`src/rtl/mul_seq_pkg.sv`:
```
// ---------------------------------------------------------------------------
// mul_seq_pkg
// Shared definitions for the sequenced 8x8 multiplier controller.
//   state_t    : controller states (IDLE, MUL, DONE)
//   NIB_W      : width of one operand nibble fed to the 4x4 array
//   OP_W       : full operand width
//   STEPS      : number of partial-product steps per operation
//   stepShift  : left-shift applied to the partial product of each step
// ---------------------------------------------------------------------------
package mul_seq_pkg;

  typedef enum logic [1:0] {
    IDLE = 2'd0,
    MUL  = 2'd1,
    DONE = 2'd2
  } state_t;

  localparam int NIB_W = 4;
  localparam int OP_W  = 8;
  localparam int STEPS = 4;

  // Shift table: step 0 is lo*lo, steps 1 and 2 are the cross terms,
  // step 3 is hi*hi.
  function automatic logic [3:0] stepShift(input logic [1:0] step);
    case (step)
      2'd0:    stepShift = 4'd0;
      2'd1:    stepShift = 4'd4;
      2'd2:    stepShift = 4'd4;
      default: stepShift = 4'd8;
    endcase
  endfunction

endpackage

```
`src/rtl/mul8_seq_ctrl_multiplier_4x4.sv`:
```
// ---------------------------------------------------------------------------
// multiplier_4x4
// Purely combinational 4x4 unsigned array multiplier.
//   i_a : 4-bit multiplicand
//   i_b : 4-bit multiplier
//   o_p : 8-bit product
// ---------------------------------------------------------------------------
module multiplier_4x4
  import mul_seq_pkg::*;
(
  input  logic [NIB_W-1:0]   i_a,
  input  logic [NIB_W-1:0]   i_b,
  output logic [2*NIB_W-1:0] o_p
);

  logic [2*NIB_W-1:0] w_sum;

  // Each row of the array is the multiplicand gated by one multiplier bit,
  // weighted by that bit's position; the rows are summed into the product.
  always_comb begin
    w_sum = '0;
    for (int i = 0; i < NIB_W; i++) begin
      w_sum = w_sum + ({{NIB_W{1'b0}}, (i_a & {NIB_W{i_b[i]}})} << i);
    end
  end

  assign o_p = w_sum;

endmodule

```
`src/rtl/mul8_seq_ctrl.sv`:
```
// ---------------------------------------------------------------------------
// mul8_seq_ctrl
// Forms an 8x8 unsigned product (optionally accumulated) by running one
// shared 4x4 array multiplier over four consecutive clock cycles.
//   clk   : rising-edge clock
//   rst   : synchronous active-high reset
//   start : request, sampled only while not busy
//   mac   : sampled with start; 1 = add product to p, 0 = overwrite p
//   a, b  : 8-bit unsigned operands, captured when start is accepted
//   busy  : high while the four multiply steps are in flight
//   done  : one-cycle pulse, p valid in that cycle
//   p     : result / accumulator, held between operations
// ---------------------------------------------------------------------------
module mul8_seq_ctrl
  import mul_seq_pkg::*;
#(
  parameter int ACC_W = 16
) (
  input  logic             clk,
  input  logic             rst,
  input  logic             start,
  input  logic             mac,
  input  logic [OP_W-1:0]  a,
  input  logic [OP_W-1:0]  b,
  output logic             busy,
  output logic             done,
  output logic [ACC_W-1:0] p
);

  state_t             r_state;
  state_t             w_next;
  logic [1:0]         r_step;
  logic [OP_W-1:0]    r_a;
  logic [OP_W-1:0]    r_b;
  logic [ACC_W-1:0]   r_acc;
  logic [ACC_W-1:0]   r_p;

  logic               w_accept;
  logic               w_lastStep;
  logic [NIB_W-1:0]   w_nibA;
  logic [NIB_W-1:0]   w_nibB;
  logic [2*NIB_W-1:0] w_pp;
  logic [ACC_W-1:0]   w_term;
  logic [ACC_W-1:0]   w_sum;

  // Nibble selection: step bit 0 picks the high half of a, step bit 1 picks
  // the high half of b, which walks lo*lo, hi*lo, lo*hi, hi*hi.
  assign w_nibA = r_step[0] ? r_a[OP_W-1:NIB_W] : r_a[NIB_W-1:0];
  assign w_nibB = r_step[1] ? r_b[OP_W-1:NIB_W] : r_b[NIB_W-1:0];

  multiplier_4x4 u_mult (
    .i_a (w_nibA),
    .i_b (w_nibB),
    .o_p (w_pp)
  );

  // Zero-extend the partial product, weight it for this step and add it to
  // the running sum; the adder width truncates so accumulation wraps.
  assign w_term = {{(ACC_W - 2*NIB_W){1'b0}}, w_pp} << stepShift(r_step);
  assign w_sum  = r_acc + w_term;

  assign w_lastStep = (r_step == 2'(STEPS - 1));

  // A request is only looked at when no multiply is in flight, which makes
  // DONE accept start exactly like IDLE for back-to-back operation.
  assign w_accept = start && (r_state != MUL);

  // Next-state logic and the status outputs decoded from the state.
  always_comb begin
    w_next = r_state;
    busy   = 1'b0;
    done   = 1'b0;
    case (r_state)
      IDLE: begin
        if (start) w_next = MUL;
      end
      MUL: begin
        busy = 1'b1;
        if (w_lastStep) w_next = DONE;
      end
      DONE: begin
        done   = 1'b1;
        w_next = start ? MUL : IDLE;
      end
      default: w_next = IDLE;
    endcase
  end

  // State register plus datapath registers. On accept the accumulator is
  // seeded from p (mac) or cleared; p itself only changes on the edge that
  // enters DONE so the master sees a stable value at all other times.
  always_ff @(posedge clk) begin
    if (rst) begin
      r_state <= IDLE;
      r_step  <= '0;
      r_a     <= '0;
      r_b     <= '0;
      r_acc   <= '0;
      r_p     <= '0;
    end else begin
      r_state <= w_next;
      if (w_accept) begin
        r_a    <= a;
        r_b    <= b;
        r_step <= '0;
        r_acc  <= mac ? r_p : '0;
      end else if (r_state == MUL) begin
        r_acc  <= w_sum;
        r_step <= r_step + 2'd1;
        if (w_lastStep) r_p <= w_sum;
      end
    end
  end

  assign p = r_p;

endmodule

```
`config.mk`:
```
export PLATFORM = sky130hd
export DESIGN_NAME = mul8_seq_ctrl
export DESIGN_NICKNAME = d
export VERILOG_FILES = /design/src/rtl/mul_seq_pkg.sv /design/src/rtl/mul8_seq_ctrl_multiplier_4x4.sv /design/src/rtl/mul8_seq_ctrl.sv
export SDC_FILE = /design/constraint.sdc
export NUM_CORES = 1
export LEC_CHECK = 0
export CAP_MARGIN = 25
export CORE_AREA = 2 2 78 80
export CTS_BUF_LIST = sky130_fd_sc_hd__clkbuf_8 sky130_fd_sc_hd__clkbuf_16
export DETAILED_ROUTE_END_ITERATION = 12
export DIE_AREA = 0 0 80 82
export DONT_BUFFER_PORTS = 1
export GPL_TIMING_DRIVEN = 0
export PLACE_DENSITY = 0.78
export SLEW_MARGIN = 20
export SYNTH_ARGS = -nofsm -noshare
export SYNTH_HDL_FRONTEND = slang
export SYNTH_HIERARCHICAL = 1
export SYNTH_SLANG_ARGS = --single-unit
```
`constraint.sdc`:
```
create_clock -name clk -period 6.7 [get_ports clk]
set_clock_uncertainty 0.2 [all_clocks]
set_input_delay 1.005 -clock clk [delete_from_list [all_inputs] [get_ports clk]]
set_output_delay 1.005 -clock clk [all_outputs]
set_load 0.005 [all_outputs]
```
==> results.txt <==
First-pass detailed-route iteration total = 5
Post-synthesis sequential area ratio = 29.52%
Power Density = 175.0 nW/µm²
Initial antenna violation count = 0
Crit path cell chain = mux2_2 > nand2_1 > fa_1 > inv_1 > ha_1 > fa_1 > ha_1 > fa_1 > a21o_1 > a21o_1 > mux2i_1 > nor2_1 > ha_1 > nand4_1 > nor3_1 > o2111ai_1 > and3b_1 > o311a_1
Clk_lat worst skew = 0.32 ns
CP required = 6.72 ns
Final setup viols = 0
Core ar. = 5746 µm²
Hold_sp = r_a[6]
Post-DRT Antenna Nets = 0
FFs w/ async S/R, synth = 0%
Initial Util = 61.37%
FP Rows = 28
Worst setup EP type = flip-flop
Total CTS buffers = 5
Layout Area Growth over Synthesis = 5.430%
Buffer count from post-CTS setup fixing = 0
Clock tree sinks = 52
Largest delay share family, worst path = adder cells
Vias/cell = 6.355
Crit path kind = reg2reg
Post-layout nets = 494
First-pass GRT wire length = 14850 µm
Worst setup endpoint = p[15]
Residual DRC = 0
CP peak stage delay = 0.50 ns
Yosys reg bits = 52
Most common cell after layout, fill and taps aside = nand2_1
FF-to-FF path depth = 18
# fillers = 535
Yosys cell types = 64
Synth area leaders = dfxtp_1 30%, ha_1 9.2%, nand2_1 7.7%
Mapped Area = 3526 µm²
Deepest clock path buffer count = 2
Slew margin rel. = 53.40%
Peak supply drop = 0.1194 mV
Clock edge transition at the registers on the reported setup and hold paths = 0.11 ns
Hold Buf Count CTS = 0
Post-DP HPWL = 6894 µm
Crit start category = flip-flop
Multi-input gate area = 2330 µm²
Most frequent cells in the layout = 72 x nand2_1, 52 x dfxtp_1, 46 x a21oi_1
Die area = 6560 µm²
Worst hold slack = 0.2598 ns
Reg power frac = 51.1%
Crit share post-route = 82.28%
All-Layer GR Usage = 29.16%
DRT Wirelength = 9216 µm
Register area = 1041 µm²
Crit path DAT = 5.53 ns
Worst-margin pin slew = 0.6990 ns
Post-Synthesis Cells = 436
CTS HTree Levels = 2
Clock Power Share = 31.9%
Ys flop type = dfxtp_1
Top-area cell type share of the netlist area = 29.52%
Final Hold Fails = 0
Synth warn = 6
CP startpoint = r_step[0]
MaxCap Viol Count = 0
Setup TNS = 0 ns
Pleak = 1.571 nW
Reg-to-reg endpoint = p[15]
Largest net degree at the start of global routing = 20
Sw Pwr = 0.2081 mW
Worst-path fanout max = 7
IO buf count = 0
Iter 0 DRT Violations = 280
Post-CTS sizing = 0
Gate power share = 17.0%
Hold/Removal Path Class = reg2reg
CP Depth = 18
Sw Ratio = 32.00%
Vias in the first global route = 3144
Final Max Slew Viols = 0
Min Tclk post-route = 5.513 ns
Ant diodes = 0
Tot Pwr = 0.6504 mW
Power Internal = 0.4423 mW
# IOs = 38
Die Span Y = 82 µm
Layout cells sized above 1 = 7.883%
Die span in x = 80 µm
RR Startpoint = r_step[0]
Mapped Nets = 487
Slowest cell on crit path = dfxtp_1
Reg2reg setup slack = 1.19 ns
Via count = 3298
CTS Root Cell = clkbuf_8
Post-synth top area cell = dfxtp_1
Fmax = 181.4 MHz
Gp weighted congestion = 0.9286
RSZ-0062 raised after global routing = false
Buffers & Inverters on Critical Path = 1
DR WL/cell = 17.76 µm
GR Overflow Total = 0
TritonCTS clock tree = yes
Run status = finished clean
Synth Area per Inst = 8.087 µm²
EDFF count, synth = 0
final cells by class:
type | instances | share of cell area [%]
multi-input cells | 351 | 62.67
inverters | 11 | 1.111
well taps | 75 | 2.524
clock inverters | 3 | 0.7741
plain buffers | 22 | 3.063
clock buffers | 5 | 1.851
flip-flops and latches | 52 | 28.00
state kept, by name (all words and copies together), names as in the netlist:
signal,count
r_state,2
p,16
r_acc,16
r_a,8
r_b,8
r_step,2
synth_stat cells (all sizes together) (2+ instances only):
library cell / number
nand2b: 2
a211oi: 7
a21o: 8
a21boi: 3
buf: 7
nand3: 22
and2: 18
a221oi: 6
mux2i: 4
mux2: 8
xnor2: 7
fa: 5
xor2: 6
a21oi: 52
nor2b: 8
or3: 2
clkbuf: 15
o311a: 3
nor3: 3
o211ai: 8
inv: 10
nand4b: 2
a311oi: 5
a22o: 4
nor2: 27
nand2: 73
o21ai: 11
dfxtp: 52
ha: 26
o2111ai: 3
o21a: 2
and3: 9
power by group through the flow:
stage               clock [mW]  sequential [mW]  combinational (mW)
finish                   0.207            0.333               0.110
detailed placement           0            0.339               0.108
CTS                      0.207            0.332               0.109
global placement             0            0.339               0.105
floorplan                    0            0.337              0.0838
global route             0.218            0.334               0.122
worst min-delay path by stage:
stage,endpoint,cells after the start
final,r_a[6],2
after global routing,r_b[1],2
after CTS,r_b[2],2
after detailed placement,r_a[1],2
after global placement,r_a[2],2
after floorplan,r_a[4],2
worst reg2reg max path: cells and delay by family (launching register included):
| kind | cells | cell delay, ns |
|---|---|---|
| flops | 1 | 0.50 |
| fa+ha+maj | 6 | 2.13 |
| buf+inv | 1 | 0.07 |
| mux | 2 | 0.61 |
| simple gates | 5 | 0.97 |
| compound gates | 4 | 0.91 |
per-stage QoR:
| step | utilization [%] | std cells | area [µm²] | setup WS (ns) |
|---|---|---|---|---|
| final | 64.70 | 519 | 3717 | 1.187 |
| after global placement | 63.00 | 511 | 3620 | 1.291 |
| after CTS | 64.70 | 519 | 3717 | 1.207 |
| after detailed placement | 63.00 | 511 | 3620 | 1.264 |
| after floorplan | - | 436 | 3526 | 1.862 |
| after global routing | 64.70 | 519 | 3717 | 0.9455 |
layer usage:
layer | up-vias | GRT usage (%) | wire length (µm)
met4 | 0 | 12.37 | 310
li1 | 1578 | - | -
met1 | 1568 | 35.62 | 3944
met2 | 126 | 51.17 | 4488
met3 | 26 | 4.396 | 473
met5 | - | 0 | 0
cells by family (layout without fill, tap and decap cells):
kind of cell	count (synthesis)	count (layout)	share of synthesized area [%]
compound gates	124	124	24.20
xor+xnor	13	13	3.229
fa+ha+maj	31	31	12.07
buf+inv	33	41	4.400
flops	52	52	29.52
mux	12	12	3.691
simple gates	171	171	22.89
Power figures use the tool's default switching activity.
